$ cat config.mk
export PLATFORM = sky130hd
export DESIGN_NAME = caravel_hkspi_regs
export DESIGN_NICKNAME = d
export VERILOG_FILES = /design/src/rtl/caravel_hkspi_regs.sv
export SDC_FILE = /design/constraint.sdc
export NUM_CORES = 1
export LEC_CHECK = 0
export ABC_AREA = 1
export CAP_MARGIN = 20
export CORE_AREA = 2 2 103 125
export DETAILED_ROUTE_END_ITERATION = 6
export DIE_AREA = 0 0 105 127
export PLACE_DENSITY = 0.62
export SYNTH_ARGS = -nofsm -noshare
export SYNTH_HDL_FRONTEND = slang
export SYNTH_SLANG_ARGS = --single-unit
$ cat constraint.sdc
create_clock -name clock -period 2.45 [get_ports clock]
set_input_delay 0.6125 -clock clock [delete_from_list [all_inputs] [get_ports clock]]
set_output_delay 0.6125 -clock clock [all_outputs]
set_load 0.03 [all_outputs]
$ cat src/rtl/caravel_hkspi_regs.sv
// Housekeeping SPI slave (mode 0, oversampled on the system clock) with the
// chip-ID, PLL and reset-control register file.
module caravel_hkspi_regs #(
    parameter logic [11:0] MFG_ID     = 12'h456,
    parameter logic [7:0]  PRODUCT_ID = 8'h20
) (
    input  logic        clock,
    input  logic        resetb,
    input  logic        sck,
    input  logic        csb,
    input  logic        sdi,
    output logic        sdo,
    output logic        sdo_oe,
    input  logic [31:0] user_id,
    input  logic        trap,
    output logic [1:0]  pll_ena,
    output logic        pll_bypass,
    output logic        irq,
    output logic        ext_reset,
    output logic [25:0] pll_trim,
    output logic [5:0]  pll_div,
    output logic [4:0]  pll_fb_div
);

    typedef enum logic [1:0] {IDLE, COMMAND, ADDRESS, DATA} state_t;

    state_t      state, state_next;
    logic [2:0]  sck_sync, csb_sync;
    logic [1:0]  sdi_sync;
    logic        sck_rise, sck_fall, csb_s, csb_fall, sdi_s;
    logic        active, byte_done, wr_en;
    logic [2:0]  bit_cnt;
    logic [7:0]  shift_in, shift_out, rx_byte, addr, rd_addr, rd_data;
    logic        cmd_wr, cmd_rd, cmd_wr_dec, cmd_rd_dec;
    logic        sdo_q;

    // Bits [1:0] synchronize; bit [2] is the previous synchronized value.
    always_ff @(posedge clock or negedge resetb) begin
        if (!resetb) begin
            sck_sync <= '0;
            csb_sync <= '1;
            sdi_sync <= '0;
        end else begin
            sck_sync <= {sck_sync[1:0], sck};
            csb_sync <= {csb_sync[1:0], csb};
            sdi_sync <= {sdi_sync[0], sdi};
        end
    end

    assign sck_rise  = sck_sync[1] & ~sck_sync[2];
    assign sck_fall  = ~sck_sync[1] & sck_sync[2];
    assign csb_s     = csb_sync[1];
    assign csb_fall  = ~csb_sync[1] & csb_sync[2];
    assign sdi_s     = sdi_sync[1];

    assign active     = (state != IDLE) && !csb_s && !csb_fall;
    assign byte_done  = active && sck_rise && (bit_cnt == 3'd7);
    assign rx_byte    = {shift_in[6:0], sdi_s};
    assign cmd_wr_dec = (rx_byte == 8'h80) || (rx_byte == 8'hC0);
    assign cmd_rd_dec = (rx_byte == 8'h40) || (rx_byte == 8'hC0);
    assign wr_en      = byte_done && (state == DATA) && cmd_wr;
    assign sdo_oe     = (state == DATA) && cmd_rd;
    assign sdo        = sdo_oe & sdo_q;

    always_ff @(posedge clock or negedge resetb) begin
        if (!resetb) state <= IDLE;
        else         state <= state_next;
    end

    // Unrecognised commands park in DATA with both command flags clear.
    always_comb begin
        state_next = state;
        if (csb_s) begin
            state_next = IDLE;
        end else if (csb_fall) begin
            state_next = COMMAND;
        end else if (byte_done) begin
            case (state)
                COMMAND: state_next = (cmd_wr_dec || cmd_rd_dec) ? ADDRESS : DATA;
                ADDRESS: state_next = DATA;
                default: state_next = state;
            endcase
        end
    end

    // Read mux looks one byte ahead: the address byte itself, or the next address.
    assign rd_addr = (state == ADDRESS) ? rx_byte : addr + 8'd1;

    always_comb begin
        rd_data = '0;
        case (rd_addr)
            8'h01: rd_data = {4'b0, MFG_ID[11:8]};
            8'h02: rd_data = MFG_ID[7:0];
            8'h03: rd_data = PRODUCT_ID;
            8'h04: rd_data = user_id[31:24];
            8'h05: rd_data = user_id[23:16];
            8'h06: rd_data = user_id[15:8];
            8'h07: rd_data = user_id[7:0];
            8'h08: rd_data = {6'b0, pll_ena};
            8'h09: rd_data = {7'b0, pll_bypass};
            8'h0a: rd_data = {7'b0, irq};
            8'h0b: rd_data = {7'b0, ext_reset};
            8'h0c: rd_data = {7'b0, trap};
            8'h0d: rd_data = pll_trim[7:0];
            8'h0e: rd_data = pll_trim[15:8];
            8'h0f: rd_data = pll_trim[23:16];
            8'h10: rd_data = {6'b0, pll_trim[25:24]};
            8'h11: rd_data = {2'b0, pll_div};
            8'h12: rd_data = {3'b0, pll_fb_div};
            default: rd_data = '0;
        endcase
    end

    always_ff @(posedge clock or negedge resetb) begin
        if (!resetb) begin
            bit_cnt   <= '0;
            shift_in  <= '0;
            shift_out <= '0;
            addr      <= '0;
            cmd_wr    <= 1'b0;
            cmd_rd    <= 1'b0;
            sdo_q     <= 1'b0;
        end else if (csb_s) begin
            bit_cnt <= '0;
        end else if (csb_fall) begin
            bit_cnt <= '0;
            cmd_wr  <= 1'b0;
            cmd_rd  <= 1'b0;
        end else if (active) begin
            if (sck_rise) begin
                shift_in <= rx_byte;
                bit_cnt  <= bit_cnt + 3'd1;
                if (bit_cnt == 3'd7) begin
                    case (state)
                        COMMAND: begin
                            cmd_wr <= cmd_wr_dec;
                            cmd_rd <= cmd_rd_dec;
                        end
                        ADDRESS: begin
                            addr <= rx_byte;
                            if (cmd_rd) shift_out <= rd_data;
                        end
                        DATA: begin
                            if (cmd_wr || cmd_rd) addr <= addr + 8'd1;
                            if (cmd_rd) shift_out <= rd_data;
                        end
                        default: ;
                    endcase
                end
            end else if (sck_fall && (state == DATA) && cmd_rd) begin
                sdo_q     <= shift_out[7];
                shift_out <= {shift_out[6:0], 1'b0};
            end
        end
    end

    always_ff @(posedge clock or negedge resetb) begin
        if (!resetb) begin
            pll_ena    <= 2'b10;
            pll_bypass <= 1'b1;
            irq        <= 1'b0;
            ext_reset  <= 1'b0;
            pll_trim   <= 26'h3ffefff;
            pll_div    <= 6'h12;
            pll_fb_div <= 5'h04;
        end else if (wr_en) begin
            case (addr)
                8'h08: pll_ena          <= rx_byte[1:0];
                8'h09: pll_bypass       <= rx_byte[0];
                8'h0a: irq              <= rx_byte[0];
                8'h0b: ext_reset        <= rx_byte[0];
                8'h0d: pll_trim[7:0]    <= rx_byte;
                8'h0e: pll_trim[15:8]   <= rx_byte;
                8'h0f: pll_trim[23:16]  <= rx_byte;
                8'h10: pll_trim[25:24]  <= rx_byte[1:0];
                8'h11: pll_div          <= rx_byte[5:0];
                8'h12: pll_fb_div       <= rx_byte[4:0];
                default: ;
            endcase
        end
    end

endmodule

* Yosys cells after proc, flatten, opt, wreduce, memory -nomap -nowiden
Index checks and enable logic that the tools add are counted.
Word-level totals: bits in latches 0, bits of input ports 38, flip-flop bits (word level) 81, memories 0, bits in writable memories 0, memory bits (read-only) 0
Cells by class: divide/modulo/power cells 0, magnitude comparators 0, shift operators 0, eq/ne operators 39, reduce and logical (&&, ||, !) cells 44, add/sub/neg operators 2, multiply operators 0, muxes and demuxes 28, bitwise operators 9
Operator list (number):
- one-hot mux 8 bit (18 select lines) | 1
- equality test 8 x 4 -> 1 bit, second input constant | 15
- 2-to-1 mux 8 bit | 7
- equality test 8 x 5 -> 1 bit, second input constant | 6
- equality test 8 x 3 -> 1 bit, second input constant | 4
- AND reduction 2 bit | 12
- equality test 8 x 2 -> 1 bit, second input constant | 2
- equality test 8 bit, second input constant | 2
- one-hot mux 8 bit (2 select lines) | 1
- AND reduction 7 bit | 2
- nonzero test 2 bit | 7
- 2-to-1 mux 3 bit | 4
- 2-to-1 mux 1 bit | 11
- AND reduction 5 bit | 2
- logical AND 1 bit | 9
- nonzero test 3 bit | 3
- adder 8 x 1 -> 8 bit, second input constant | 1
- equality test 8 x 1 -> 1 bit, second input constant | 1
- equality test 8 x 7 -> 1 bit, second input constant | 1
- 2-to-1 mux 2 bit | 3
- != test 2 x 1 -> 1 bit, second input constant | 3
- inverter 1 bit | 5
- AND 1 bit | 4
- equality test 2 bit, second input constant | 2
- other kinds (10) | 14

* Longest topological paths before layout
word-level depth 9, mapped depth 18, depth with buffers taken out 16

* Worst setup path before layout
No wires, ideal clock.
path kind reg-to-reg, start register addr[0], end register shift_out[5], arrival time 2037 ps, path slack 335 ps, cell stages (with the launch flop) 15, library setup time 78 ps, data required time 2372 ps, clock period less this slack 2115 ps, path buffers 0, path through dfrtp_1 > inv_1 > ha_1 > inv_1 > o21ai_0 > nand2_1 > nor2_2 > inv_2 > nor2_4 > nand2_1 > nand2_1 > nor2_1 > nand3_1 > nand2_1 > a21boi_1
Between the ends: longest elaborated chain between the ends 8, elaborated cells on any way between the ends 25, those cells by class add/sub (1); eq/ne (18); mux (6)
RTL lines:
- from (decl) | line 33 | logic [7:0] shift_in, shift_out, rx_byte, addr, rd_addr, rd_data;
- from (signal assigned) | line 140 | addr <= rx_byte;
- from (signal assigned) | line 144 | if (cmd_wr || cmd_rd) addr <= addr + 8'd1;
- adder 8 x 1 -> 8 bit * | line 87 | assign rd_addr = (state == ADDRESS) ? rx_byte : addr + 8'd1;
- 2-to-1 mux 8 bit * | line 87
- equality test 8 x 5 -> 1 bit (tied with other cells) | line 91 | case (rd_addr)
- one-hot mux 8 bit (18 select lines) * | line 91
- 2-to-1 mux 8 bit * | line 141, 145
- 2-to-1 mux 8 bit *
- 2-to-1 mux 8 bit * | line 133 | if (bit_cnt == 3'd7) begin
- 2-to-1 mux 8 bit * | line 130 | if (sck_rise) begin
- to (signal assigned) | line 141 | if (cmd_rd) shift_out <= rd_data;
- to (signal assigned) | line 145 | if (cmd_rd) shift_out <= rd_data;
- to (signal assigned) | line 152 | shift_out <= {shift_out[6:0], 1'b0};
- to (decl) | line 33
Mark *: on every way between the ends. The rest lies on a longest branch, timed or not. The select of a mux whose other input is x is not followed. A chain may end at the register's enable or synchronous reset.

* Final worst setup path
start register state[0], end register shift_out[4]
Between the ends: longest elaborated chain between the ends 8, elaborated cells on any way between the ends 35, those cells by class eq/ne (21); mux (6); reduce/logical (8)
RTL lines:
- from (decl) | line 27 | state_t state, state_next;
- from (signal assigned) | line 67 | else state <= state_next;
- equality test 2 bit | line 87, 134
- 2-to-1 mux 8 bit | line 87
- equality test 8 x 5 -> 1 bit (tied with other cells) | line 91
- one-hot mux 8 bit (18 select lines) | line 91
- 2-to-1 mux 8 bit | line 141, 145
- 2-to-1 mux 8 bit
- 2-to-1 mux 8 bit | line 133
- 2-to-1 mux 8 bit | line 130
Several ways; a longest one is shown, not always the timed one. The select of a mux whose other input is x is not followed.

==> flow_summary.ini <==
[sta]
fin_crit_sh = 0.940
max_clock_freq_mhz = 434
finalClockSkew_ns = 0.00819
hold_viol_final = 0
min_period_ns = 2.30
slew_headroom = 0.627
tightest_slew_ns = 0.556
finalSetupViolations = 0
slew_viol_final = 0
setup_slack_ns = 0.148

[power_and_ir_drop]
vdd_drop_max_mv = 0.393
p_sw_frac = 0.226
seq_power_share = 0.458
clkPwrFrac = 0.486
switchingPower_w = 0.000681
comb_power_share = 0.056
internal_power_w = 0.00233
p_leak_nw = 2.74
power.density_nw_per_um2 = 478

[yosys]
ys_ff_latch = 81
synth_commonest_cells = 173 x nand2_1, 68 x o21ai_0, 65 x nand3_1
synth.cell_area_um2 = 4770
ys_async_sr_fraction = 1.00
synth_nets = 675
synthCells = 627
seq_area_frac_synth = 0.433
synth_most_common_cell = nand2_1
synth_edf_count = 0
synth_warnings = 0
synth_top_cell_area_share = 0.252
synth_top_area_cell = dfrtp_1
netlist_top_cells_area = dfrtp_1 25%, dfstp_2 18%, nand2_1 14%, o21ai_0 7.1%, nand3_1 6.8%
avgSynthCellArea_um2 = 7.61
ys_types = 43
synth_flop_cell = dfrtp_1

[global_route]
grt_pass1_wl_mm = 23.7
grt.total_usage = 0.226
antenna_found_initial = 0
overflow = 0
grt_max_degree = 50
first_global_vias = 4506

[clocking]
cts.sinks = 81
cts_max_level = 3
numCtsBuffers = 9
clk_pin_slew_ns = 0.07
clkLatencyLatePin_ns = 0.34
cts_buffer_depth = 2
cts_tree = done
cts_root_buf = clkbuf_16

[placed_design]
pre_cts_slack_ns = 0.0546
hpwl_mm = 11.3
place_area_um2 = 5840
place_inst = 871
port_buffers = 81
gp_congestion = 0.958

[route]
wl_per_cell_um = 16.8
drc_errors = 0
drt_wl_total_mm = 14.9
via_count = 4643
antenna_left = 0
via_per_inst = 5.21
drtIter0Drc = 340
firstDrtPassIters = 5

[worst_setup_path]
setup.worst_path.start_class = flip-flop
crit_fanout = 15
arrival_ns = 2.53
worstSetupPathType = reg2reg
cp_slowest_cell = dfrtp_1
slowest_delay_ns = 0.40
cp.buffers_inverters = 5
cp.required_ns = 2.68
cpLargestDelayFamily = simple AND/OR/NAND/NOR gates
crit_path_end_kind = flip-flop
crit_path_cell_trace = inv_1 > ha_1 > inv_4 > buf_4 > nand3_1 > nor2_2 > nor2_2 > nor2_4 > buf_4 > clkbuf_16 > nand3_1 > nand2_1 > nor2_1 > nand2_1 > o21ai_1 > a21oi_1
r2r_slack_ns = 0.15

[final_layout]
syn_to_final_growth_pct = 32.0
utilization = 0.525
drive_gt1_frac = 0.186
diodes = 0
fin_area_um2 = 6300
nets = 774
instances_no_fill = 892
fillers = 1160

[floorplanning]
die_w_um = 105
io_pins = 82
start_util = 0.398
die_h_um = 127
core_um2 = 12000
dieArea_um2 = 13300
num_rows = 44

[hold_path]
worst_hold_path_type = in2async

[outcome]
status = finished clean

[run]
maxCapViolations = 0
-- cell type report --
cell class | instances | area [um^2] | area share
Sequential cell | 81 | 2070 | 0.329
Inverter | 65 | 249 | 0.0395
Tap cell | 161 | 201 | 0.0320
Clock buffer | 10 | 229 | 0.0363
Multi-Input combinational cell | 463 | 2400 | 0.382
Timing Repair Buffer | 106 | 1060 | 0.168
Clock inverter | 6 | 91.3 | 0.0145
-- worst register-to-register path, delay by kind of cell (launching register included) --
family	cells	cell delay, ns
flip-flops	1	0.40
buffers and inverters	5	0.68
AND/OR/NAND/NOR	8	0.71
AO/OA/AOI/OAI	2	0.19
adder cells (fa/ha/maj)	1	0.22
-- kinds of logic (layout without fill, tap and decap cells) --
kind of cell / Yosys count / after routing / synth area share
and+or+nand+nor: 344 / 344 / 0.340
AOI/OAI and AO/OA: 109 / 109 / 0.124
buffers and inverters: 83 / 187 / 0.0768
DFF: 81 / 81 / 0.433
adders and majority gates: 10 / 10 / 0.0262
-- placed cells by master, fill, tap and decap left out, drive strengths merged, types with 11 or more instances in the layout --
master	n
o21ai	72
nand3	70
buf	25
clkdlybuf4s50	78
a21oi	22
nor2	56
clkbuf	11
nand2	185
dfrtp	48
dfstp	33
nand4	12
inv	65
nor3	13
-- flip-flops by register name (all words and copies together), names as in the netlist, 2 cells and up --
signal / count
shift_out: 8
bit_cnt: 3
pll_div: 6
sdi_sync: 2
pll_ena: 2
pll_trim: 26
sck_sync: 3
addr: 8
pll_fb_div: 5
csb_sync: 3
shift_in: 7
state: 2
-- power by group through the flow --
stage | clock network, W | registers, W | logic (W)
after floorplan | 0 | 0.00140 | 0.0000463
after global placement | 0 | 0.00140 | 0.000170
after detailed placement | 0 | 0.00140 | 0.000170
after CTS | 0.00148 | 0.00138 | 0.000172
after global routing | 0.00154 | 0.00138 | 0.000187
final | 0.00146 | 0.00138 | 0.000169
-- routing by layer --
layer / up-vias / routed length, um / track usage / share of wire
met4: 0 / 502 / 0.0894 / 0.034
met1: 2197 / 6170 / 0.276 / 0.41
met3: 32 / 746 / 0.0418 / 0.050
li1: 2261 / - / - / -
met5: - / 0 / 0 / 0
met2: 153 / 7530 / 0.397 / 0.50
-- final timing paths --
path                                            start                       end  cells past startpoint
worst max-delay path             state[0]$_DFFE_PN0P_  shift_out[4]$_DFFE_PN0P_                     16
worst min-delay path                           resetb    pll_div[5]$_DFFE_PN0P_                      1
worst max register to register   state[0]$_DFFE_PN0P_  shift_out[4]$_DFFE_PN0P_                     16
worst min register to register  sdi_sync[0]$_DFF_PN0_     sdi_sync[1]$_DFF_PN0_                      0
max in group asynchronous                      resetb  pll_trim[21]$_DFFE_PN1P_                      2
min in group clock              sdi_sync[0]$_DFF_PN0_     sdi_sync[1]$_DFF_PN0_                      0
-- through the flow --
step	TNS (ns)	hold WS, ns	total power, W
2_1_floorplan	0	0.317	0.00144
3_3_place_gp	0	0.334	0.00157
3_5_place_dp	0	0.337	0.00157
4_1_cts	0	0.222	0.00304
5_1_grt	-0.0151	0.239	0.00311
6_report	0	0.210	0.00301
-- repair_timing --
item / in CTS / in global routing
endpoints found under the setup margin: 0 / 22
gates resized for setup: 0 / 25
buffers inserted: 0 / 4
hold buffers: 0 / 0
No activity file was read; power rests on OpenSTA's default activity.
